==> src/rtl/serial_sub_pkg.sv <==
// Shared types for the bit-serial subtraction controller.
package serial_sub_pkg;

  typedef enum logic [1:0] {
    IDLE  = 2'd0,
    SHIFT = 2'd1,
    DONE  = 2'd2
  } serial_sub_state_e;

  // Bit-index counter width; never narrower than one bit.
  function automatic int cnt_width(input int w);
    return (w > 1) ? $clog2(w) : 1;
  endfunction

endpackage

==> src/rtl/fs_cell.sv <==
// One-bit full subtractor: d = x - y - c, bo = borrow out.
module fs_cell (
  input  logic i_x,
  input  logic i_y,
  input  logic i_c,
  output logic o_d,
  output logic o_bo
);

  assign o_d  = i_x ^ i_y ^ i_c;
  assign o_bo = (~i_x & i_y) | (~(i_x ^ i_y) & i_c);

endmodule

==> src/rtl/serial_sub_ctrl.sv <==
// Bit-serial subtractor: one fs_cell walks the operands LSB first, borrow held in a flop.
module serial_sub_ctrl
  import serial_sub_pkg::*;
#(
  parameter int WIDTH = 8
) (
  input  logic             clk,
  input  logic             rst_n,
  input  logic             req_valid,
  output logic             req_ready,
  input  logic [WIDTH-1:0] a,
  input  logic [WIDTH-1:0] b,
  input  logic             bin,
  output logic             rsp_valid,
  input  logic             rsp_ready,
  output logic [WIDTH-1:0] diff,
  output logic             bout,
  output logic             busy
);

  localparam int              CW       = cnt_width(WIDTH);
  localparam logic [CW-1:0]   CNT_LAST = CW'(WIDTH - 1);

  serial_sub_state_e r_state;
  serial_sub_state_e w_state_nxt;

  logic [WIDTH-1:0] r_a_sr;
  logic [WIDTH-1:0] r_b_sr;
  logic [WIDTH-1:0] r_diff_sr;
  logic             r_brw;
  logic [CW-1:0]    r_cnt;

  logic w_d;
  logic w_bo;
  logic w_accept;
  logic w_last;

  fs_cell u_cell (
    .i_x  (r_a_sr[0]),
    .i_y  (r_b_sr[0]),
    .i_c  (r_brw),
    .o_d  (w_d),
    .o_bo (w_bo)
  );

  assign w_accept = (r_state == IDLE) && req_valid;
  assign w_last   = (r_cnt == CNT_LAST);

  always_ff @(posedge clk or negedge rst_n) begin
    if (!rst_n) r_state <= IDLE;
    else        r_state <= w_state_nxt;
  end

  always_comb begin
    w_state_nxt = r_state;
    unique case (r_state)
      IDLE:    if (req_valid)  w_state_nxt = SHIFT;
      SHIFT:   if (w_last)     w_state_nxt = DONE;
      DONE:    if (rsp_ready)  w_state_nxt = IDLE;
      default:                 w_state_nxt = IDLE;
    endcase
  end

  // Datapath: load on accept, shift one bit per SHIFT cycle, hold otherwise.
  always_ff @(posedge clk or negedge rst_n) begin
    if (!rst_n) begin
      r_a_sr    <= '0;
      r_b_sr    <= '0;
      r_diff_sr <= '0;
      r_brw     <= 1'b0;
      r_cnt     <= '0;
    end else if (w_accept) begin
      r_a_sr <= a;
      r_b_sr <= b;
      r_brw  <= bin;
      r_cnt  <= '0;
    end else if (r_state == SHIFT) begin
      r_a_sr    <= r_a_sr >> 1;
      r_b_sr    <= r_b_sr >> 1;
      r_diff_sr <= {w_d, r_diff_sr[WIDTH-1:1]};
      r_brw     <= w_bo;
      r_cnt     <= r_cnt + 1'b1;
    end
  end

  assign req_ready = (r_state == IDLE);
  assign rsp_valid = (r_state == DONE);
  assign busy      = (r_state == SHIFT) || (r_state == DONE);
  assign diff      = r_diff_sr;
  assign bout      = r_brw;

endmodule

==> config.mk <==
export PLATFORM = sky130hd
export DESIGN_NAME = serial_sub_ctrl
export DESIGN_NICKNAME = d
export VERILOG_FILES = /design/src/rtl/serial_sub_pkg.sv /design/src/rtl/fs_cell.sv /design/src/rtl/serial_sub_ctrl.sv
export SDC_FILE = /design/constraint.sdc
export NUM_CORES = 1
export LEC_CHECK = 0
export BUFFER_PORTS_ARGS = -buffer_cell sky130_fd_sc_hd__buf_4
export CORE_MARGIN = 10
export CORE_UTILIZATION = 51
export CTS_CLUSTER_DIAMETER = 30
export CTS_CLUSTER_SIZE = 14
export DETAILED_ROUTE_END_ITERATION = 7
export PLACE_DENSITY = 0.84
export SETUP_SLACK_MARGIN = 0.3
export SYNTH_ARGS = -nofsm -noshare
export SYNTH_HDL_FRONTEND = slang
export SYNTH_HIERARCHICAL = 1
export SYNTH_SLANG_ARGS = --single-unit
==> constraint.sdc <==
create_clock -name clk -period 1.9 [get_ports clk]
set_input_delay 0.38 -clock clk [delete_from_list [all_inputs] [get_ports clk]]
set_output_delay 0.38 -clock clk [all_outputs]
set_load 0.03 [all_outputs]
[Yosys cells after proc, flatten, opt, wreduce, memory -nomap -nowiden]
Cells that the tools add are included.
Word-level totals
  bits in registers: 30
  output and inout bits: 12
  word-level logic and storage cells: 39
Cells by class
  $add $sub $neg: 1
  equality and inequality tests: 6
  multiplexer cells: 12
  bitwise logic cells: 8
  reductions and logical operators: 6
Operators by type and width (count)
  8-bit two-way mux: 4
  2-bit two-way mux: 3
  3-bit two-way mux: 2
  2-bit case mux with 3 select lines: 1
  2-bit != test (second input constant): 2
  3-bit by 1-bit adder with 3-bit output (second input constant): 1
  3-bit equality test (second input constant): 1
  1-bit NOT: 3
  3-bit AND reduction: 1
  1-bit bitwise AND: 2
  2-bit by 1-bit equality test with 1-bit output (second input constant): 1
  2-bit equality test (second input constant): 1
  2-bit logical NOT: 1
  1-bit two-way mux: 2
  2-bit by 1-bit != test with 1-bit output (second input constant): 1
  2-bit AND reduction: 1
  2-bit nonzero test: 1
  1-bit XOR: 2
  1-bit logical AND: 1
  1-bit logical OR: 1
  1-bit bitwise OR: 1

[Longest topological paths before layout]
Gate-level depths: netlist of the first run.
  depth after elaboration: 6
  mapped depth: 7
  mapped depth without buffers: 5

[Modules after synthesis]
The synthesis of the first run kept the hierarchy.
By module, submodules not included
  serial_sub_ctrl: times used 1, cells an instance 117, area each 1360.1 um^2
  fs_cell: times used 1, cells an instance 4, area each 31.3 um^2

[Worst setup path after synthesis of the first run]
OpenSTA, ideal clock, no wires.
  path type: register to register
  start point: reg r_state[0]
  end point: reg r_state[0]
  data arrival time: 1481 ps
  data required time: 1772 ps
  path slack: 291 ps
  cell stages (with the launch flop): 5
  buffers on the path: 0
  clock period less this slack: 1609 ps
  cells stage by stage: dfrtp_1 inv_1 ha_1 a222oi_1 mux2_1
Between the ends
  longest elaborated chain between the ends: 3
  elaborated cells between the ends (all ways): 8
Ends and longest elaborated chain
  from (decl): RTL line serial_sub_ctrl.sv:24  | serial_sub_state_e r_state;
  from (signal assigned): RTL line serial_sub_ctrl.sv:51  | else r_state <= w_state_nxt;
  2-bit equality test *
  named net rsp_valid: RTL line serial_sub_ctrl.sv:14  | output logic rsp_valid,
  2-bit by 1-bit != test with 1-bit output (no source line)
  3-bit AND reduction (no source line)
The timed path passes the listed nets; every way through them passes the cells marked *.
A chain may end at the register's enable or synchronous reset.

[Worst setup path after layout of the first run]
  start point: reg r_cnt[0]
  end point: reg r_state[1]
Between the ends
  longest elaborated chain between the ends: 3
Ends and longest elaborated chain
  from (decl): RTL line serial_sub_ctrl.sv:31  | logic [CW-1:0] r_cnt;
  from (signal assigned): RTL line serial_sub_ctrl.sv:82  | r_cnt <= r_cnt + 1'b1;
  3-bit equality test: RTL line serial_sub_ctrl.sv:47  | assign w_last = (r_cnt == CNT_LAST);
  2-bit != test (no source line)
  3-bit AND reduction (no source line)
No other way between the ends.

==> results of run 1 <==
-- worst max path at each step --
stage	from	endpoint	slack (ns)	cells after the start
2_1_floorplan	r_state[0]	r_state[0]	0.33	4
4_1_cts	r_cnt[1]	r_state[1]	0.25	5
3_5_place_dp	r_cnt[0]	r_state[1]	0.24	5
3_3_place_gp	r_cnt[0]	r_state[1]	0.35	5
5_1_grt	r_cnt[0]	r_state[1]	0.24	6
6_report	r_cnt[0]	r_state[1]	0.29	6
-- state kept, by name (all words and copies together) (netlist names) --
| signal | cells |
|---|---|
| r_state | 2 |
| r_b_sr | 8 |
| bout | 1 |
| diff | 8 |
| r_cnt | 3 |
| r_a_sr | 8 |
-- cell type report --
type,count,area share
clock buffer,7,0.0251
inverter,8,0.0167
tap,30,0.0209
multi-input combinational,76,0.343
sequential,30,0.418
timing repair buffer,41,0.177
-- cell usage after synthesis (all sizes together) --
library cell  number
mux2i             17
nor2               3
and2               1
fa                 1
dfrtp             30
o21ai             17
a222oi             1
mux2              10
nand2             17
xnor2              1
ha                 6
inv                8
buf                7
nand2b             2
-- report_power, final --
group | switching, mW | total [mW] | leakage, nW | internal (mW)
Sequential | 0.197 | 1.16 | 0.371 | 0.959
Combinational | 0.911 | 1.78 | 0.461 | 0.872
Clock | 0.203 | 0.343 | 0.0254 | 0.139
Total | 1.31 | 3.28 | 0.858 | 1.97
-- worst register-to-register path: cells and delay by family (launching register included) --
family / cells / cell delay (ns)
adders and majority gates: 2 / 0.31
buffers and inverters: 2 / 0.21
muxes: 1 / 0.30
AOI/OAI and AO/OA: 1 / 0.32
DFF: 1 / 0.36
-- per-stage QoR --
stage	hold WS (ns)	utilization	std cells	instance area, sq um	worst slack (ns)
after floorplan	0.0844	-	121	1390	0.332
after global placement	0.321	0.649	178	1650	0.353
after detailed placement	0.328	0.649	178	1650	0.235
after CTS	0.262	0.683	189	1740	0.247
after global routing	0.254	0.706	192	1800	0.239
final	0.266	0.706	192	1800	0.288
-- layer usage --
layer | vias up | track usage | share of wire
met5 | - | 0 | 0
met4 | 0 | 0.0473 | 0.016
met2 | 33 | 0.189 | 0.47
met3 | 5 | 0.0558 | 0.092
li1 | 483 | - | -
met1 | 466 | 0.121 | 0.42
-- kinds of logic (layout without fill, tap and decap cells) --
| logic type | count (synthesis) | after routing | share of synthesized area |
|---|---|---|---|
| AND/OR/NAND/NOR | 23 | 23 | 0.0674 |
| XOR/XNOR | 1 | 1 | 0.00630 |
| multiplexers | 27 | 27 | 0.203 |
| flip-flops | 30 | 30 | 0.540 |
| adder cells (fa/ha/maj) | 7 | 7 | 0.0683 |
| AO/OA/AOI/OAI | 18 | 18 | 0.0683 |
| buffers and inverters | 15 | 56 | 0.0468 |
-- timing repair --
| action | in CTS | in global routing |
|---|---|---|
| setup endpoints to repair | 4 | 7 |
| resized for setup | 6 | 8 |
| buffers inserted | 3 | 3 |
| hold endpoints to repair | 30 | 0 |
| hold buffers | 1 | 0 |
| pin swaps | 1 | 2 |
==> impl_metrics.ini, run 1 <==
[outcome]
outcome = finished, final reports clean

[power]
p_leak_nw = 0.858
power_density_mw_per_mm2 = 1830
power.total_mw = 3.28
peakVddDrop_uv = 1590

[cts]
root_buffer = clkbuf_4
cts.path.max_buffers = 2
path_clk_slew_ns = 0.09
clkSinkCount = 30
h-tree-depth = 2
cts_tree = done
clk_latency_ns = 0.32
cts_buffers = 5

[min_path]
min_path_cells = 3
min_to = r_b_sr[3]
hold_start = b[3]
min_path_type = input pin to register

[synth]
mappedNetlistArea_sq_mm = 0.00139
ys_ff_latch = 30
synthCells = 121
netlist.area_leader.share = 0.540
syn_avg_cell_area_sq_um = 11.5
synth_cell_type_count = 15
ys_top_cells_by_area = dfrtp_1 54%, mux2i_1 12%, mux2_2 6.5%
yosysTopAreaCell = dfrtp_1
syn_nets = 149
seq_area_frac_synth = 0.540
yosysWarningCount = 6

[worst_setup_path]
timing.rr.end = r_state[1]
crit_required_ns = 2.11
worst-setup-path-type = register to register
max_stage_delay_ns = 0.36
cp.arrival_ns = 1.82
crit_family = flip-flops
path_cells = ha_2 > ha_4 > inv_2 > a222oi_1 > buf_4 > mux2_4
path_buf_inv = 2
slowest_stage = dfrtp_1
critPathLaunchType = register
endpoint_kind = register
reg2regPathDepth = 6
rrSetupSlack_ns = 0.29
r2r-start = r_cnt[0]
worst-path-max-fanout = 2

[global_routing]
grt_max_degree = 38
grt_pass1_wl_mm = 4.80
grt-ovfl-total = 0
antenna_found_initial = 0
grt_use_total = 0.114
grt_pass1_vias = 1083

[detailed_routing]
ant_nets = 0
first_pass_iters = 4
via_per_inst = 5.14
drc = 0
via_count = 987
wl_per_cell_um = 14.4
routed_wl_mm = 2.76
drt_iter0_markers = 40

[place]
io_buffers = 32
gp_congestion = 0.703
dp_hpwl_mm = 1.92

[sta]
max_slew_margin = 0.751
tns_ns = 0
fin_worst_skew_ns = 0.00829
setup_viol = 0
timing.fmax_ghz = 0.620
worst_pin_slew_ns = 0.374
fin_crit_sh = 0.849
maxSlewViolCount = 0
fin_crit_ns = 1.61
rsz0062_at_grt = yes
hold_viol = 0

[floorplan]
die_area_sq_mm = 0.00522
die_height_um = 72.2
start_util = 0.547
die_w_um = 72.2
rows = 18
ioPinCount = 33
core-area_sq_mm = 0.00254

[layout]
n_antenna_cell = 0
multi_input_area_sq_um = 616
fillers = 193
nNetsFinal = 190
final_common_cell = buf_4
layout_common_cells = 38 x buf_4, 30 x dfrtp_1, 17 x mux2i_1, 17 x nand2_1, 17 x o21ai_1
seq_area_sq_um = 751
syn2layout_area_growth_pct = 29.1
drive_gt1_frac = 0.389

[run]
drv_cap = 0
No activity file was read; power rests on OpenSTA's default activity.
==> inputs of run 2 (changes only) <==
--- a/config.mk
+++ b/config.mk
@@ -5,13 +5,14 @@
 export SDC_FILE = /design/constraint.sdc
 export NUM_CORES = 1
 export LEC_CHECK = 0
+export ABC_AREA = 1
 export BUFFER_PORTS_ARGS = -buffer_cell sky130_fd_sc_hd__buf_4
 export CORE_MARGIN = 10
-export CORE_UTILIZATION = 51
+export CORE_UTILIZATION = 47
 export CTS_CLUSTER_DIAMETER = 30
 export CTS_CLUSTER_SIZE = 14
 export DETAILED_ROUTE_END_ITERATION = 7
-export PLACE_DENSITY = 0.84
+export PLACE_DENSITY = 0.82
 export SETUP_SLACK_MARGIN = 0.3
 export SYNTH_ARGS = -nofsm -noshare
 export SYNTH_HDL_FRONTEND = slang
==> constraint.sdc (replaced) <==
create_clock -name clk -period 1.4 [get_ports clk]
set_input_delay 0.28 -clock clk [delete_from_list [all_inputs] [get_ports clk]]
set_output_delay 0.28 -clock clk [all_outputs]
set_load 0.03 [all_outputs]
==> impl_metrics.ini, run 2 <==
[detailed_routing]
routed_wl_mm = 4.35
wl_met2_mm = 2.47
drc = 0
wl_met3_um = 307
via_per_inst = 5.06
highest_layer = met4
wl_met1_mm = 1.52
drt_iter0_markers = 143
wl_per_cell_um = 16.3
via_count = 1347
first_pass_iters = 4
ant_nets = 0

[outcome]
violations = negative setup slack
outcome = finished with violations

[cts]
h-tree-depth = 2
root_buffer = clkbuf_4
path_clk_slew_ns = 0.10
clk_latency_ns = 0.34
cts_tree = done
cts_buffers = 5
cts.path.max_buffers = 2
clkSinkCount = 30

[worst_setup_path]
critPathLaunchType = register
crit_required_ns = 1.12
endpoint_kind = primary output
cp.arrival_ns = 1.20
worst-setup-path-type = register to primary output
worst-path-max-fanout = 2

[global_routing]
antenna_found_initial = 0
grt_max_degree = 31
grt-ovfl-total = 0
grt_pass1_wl_mm = 6.89
grt_use_total = 0.160
grt_pass1_vias = 1454

[power]
p_leak_nw = 1.14
power_density_mw_per_mm2 = 2560
peakVddDrop_uv = 1230

[layout]
drive_gt1_frac = 0.536
final_common_cell = nand2_1
nNetsFinal = 249
fillers = 166
syn2layout_area_growth_pct = 67.2
seq_area_sq_um = 752
n_antenna_cell = 0
multi_input_area_sq_um = 826
layout_common_cells = 39 x nand2_1, 30 x buf_4, 29 x dfrtp_1, 20 x buf_6, 11 x nor2_4
fin_util = 0.809

[floorplan]
start_util = 0.484
die_area_sq_mm = 0.00575
rows = 20
die_height_um = 75.8
ioPinCount = 33
core-area_sq_mm = 0.00303
die_w_um = 75.8

[sta]
fin_worst_skew_ns = 0.00433
holdWs_ns = 0.146
setup_slack_ns = -0.0755
hold_viol = 0
max_slew_margin = 0.742
setup_viol = 11
timing.fmax_ghz = 0.678
rsz0062_at_grt = yes
maxSlewViolCount = 0
fin_crit_ns = 1.48
fin_crit_sh = 1.05
worst_pin_slew_ns = 0.387

[synth]
synth_edf_count = 0
seq_area_frac_synth = 0.512
yosysMostFrequentCell = nand2_1
synth-main-ff-cell = dfrtp_1
syn_nets = 189
ys_async_sr_fraction = 1.00
yosysTopAreaCell = dfrtp_1
synth_commonest_cells = 47 x nand2_1, 30 x dfrtp_1, 21 x nor2_1, 14 x inv_1, 10 x a31oi_2
ys_ff_latch = 30
yosysWarningCount = 6
synth_cell_type_count = 18
ys_top_cells_by_area = dfrtp_1 51%, nand2_1 12%, a31oi_2 8.5%
mappedNetlistArea_sq_mm = 0.00147
syn_avg_cell_area_sq_um = 9.10
netlist.area_leader.share = 0.512
synthCells = 161

[min_path]
min_path_type = input pin to register

[place]
gp_congestion = 0.744
io_buffers = 32
dp_hpwl_mm = 2.22

[run]
drv_cap = 0
run 2: changes by cell type after synthesis, sizes merged, moves of 4 or more:
cell | before | now
nand2 | 17 | 48
nor2 | 3 | 22
mux2i | 17 | 0
a31oi | 0 | 12
o21ai | 17 | 6
mux2 | 10 | 0
nand3 | 0 | 7
inv | 8 | 14
a21oi | 0 | 4
run 2: critical path, cell delays in order (launching register included):
cell and delay, ns:
dfrtp_1 0.40, inv_2 0.07, ha_4 0.26, buf_6 0.12
run 2: path summary, 6_finish.rpt:
kind / endpoint / start / cells past startpoint / slack, ns
max: busy / r_state[0] / 3 / -0.08
min reg2reg: r_a_sr[7] / r_a_sr[7] / 2 / 0.51
max reg2reg: r_a_sr[3] / r_state[0] / 6 / -0.07
max in group asynchronous: bout / rst_n / 2 / 0.70
min in group asynchronous: diff[3] / rst_n / 2 / 0.39
min: r_a_sr[7] / a[7] / 3 / 0.15
run 2: cell type report:
| type | count | share of cell area |
|---|---|---|
| multi-input cells | 109 | 0.337 |
| flip-flops and latches | 30 | 0.307 |
| repair buffers | 61 | 0.276 |
| clock buffers | 8 | 0.0322 |
| inverters | 14 | 0.0255 |
| well taps | 44 | 0.0225 |
run 2: logic make-up after synthesis:
group | Yosys count | synth area share
buffers and inverters | 22 | 0.0734
flip-flops | 30 | 0.512
AO/OA/AOI/OAI | 22 | 0.128
XOR/XNOR | 1 | 0.00598
AND/OR/NAND/NOR | 79 | 0.215
adder cells (fa/ha/maj) | 7 | 0.0649
run 2: metal layers:
metal | global-route usage | vias to the layer above
met5 | 0 | -
met4 | 0.0515 | 0
met3 | 0.0625 | 7
met2 | 0.282 | 45
met1 | 0.172 | 652
li1 | - | 643
run 2: power by group:
group          leakage [nW]  internal, mW  switching [mW]
registers             0.358          1.30           0.288
logic                 0.738          2.00            2.02
clock network        0.0446         0.343           0.315
total                  1.14          3.65            2.62
run 2: through the flow:
| stage | TNS (ns) | instance area, sq um | std cells | total power [mW] | setup WS [ns] |
|---|---|---|---|---|---|
| final | -0.329 | 2450 | 266 | 6.27 | -0.0755 |
| after CTS | -0.0893 | 2310 | 261 | 5.69 | -0.0547 |
| after global routing | -1.25 | 2450 | 266 | 6.66 | -0.139 |
| after global placement | 0 | 1790 | 234 | 3.84 | 0.151 |
| after floorplan | 0 | 1500 | 161 | 3.31 | 0.186 |
| after detailed placement | 0 | 1790 | 234 | 3.92 | 0.0976 |
run 2: repair_timing:
action | 4_1_cts | 5_1_grt
buffers inserted | 11 | 4
gates resized for setup | 62 | 31
hold endpoints to repair | 30 | 0
endpoints found under the setup margin | 39 | 42
hold buffers | 1 | 0
pin swaps | 6 | 10
cloned | 7 | 1
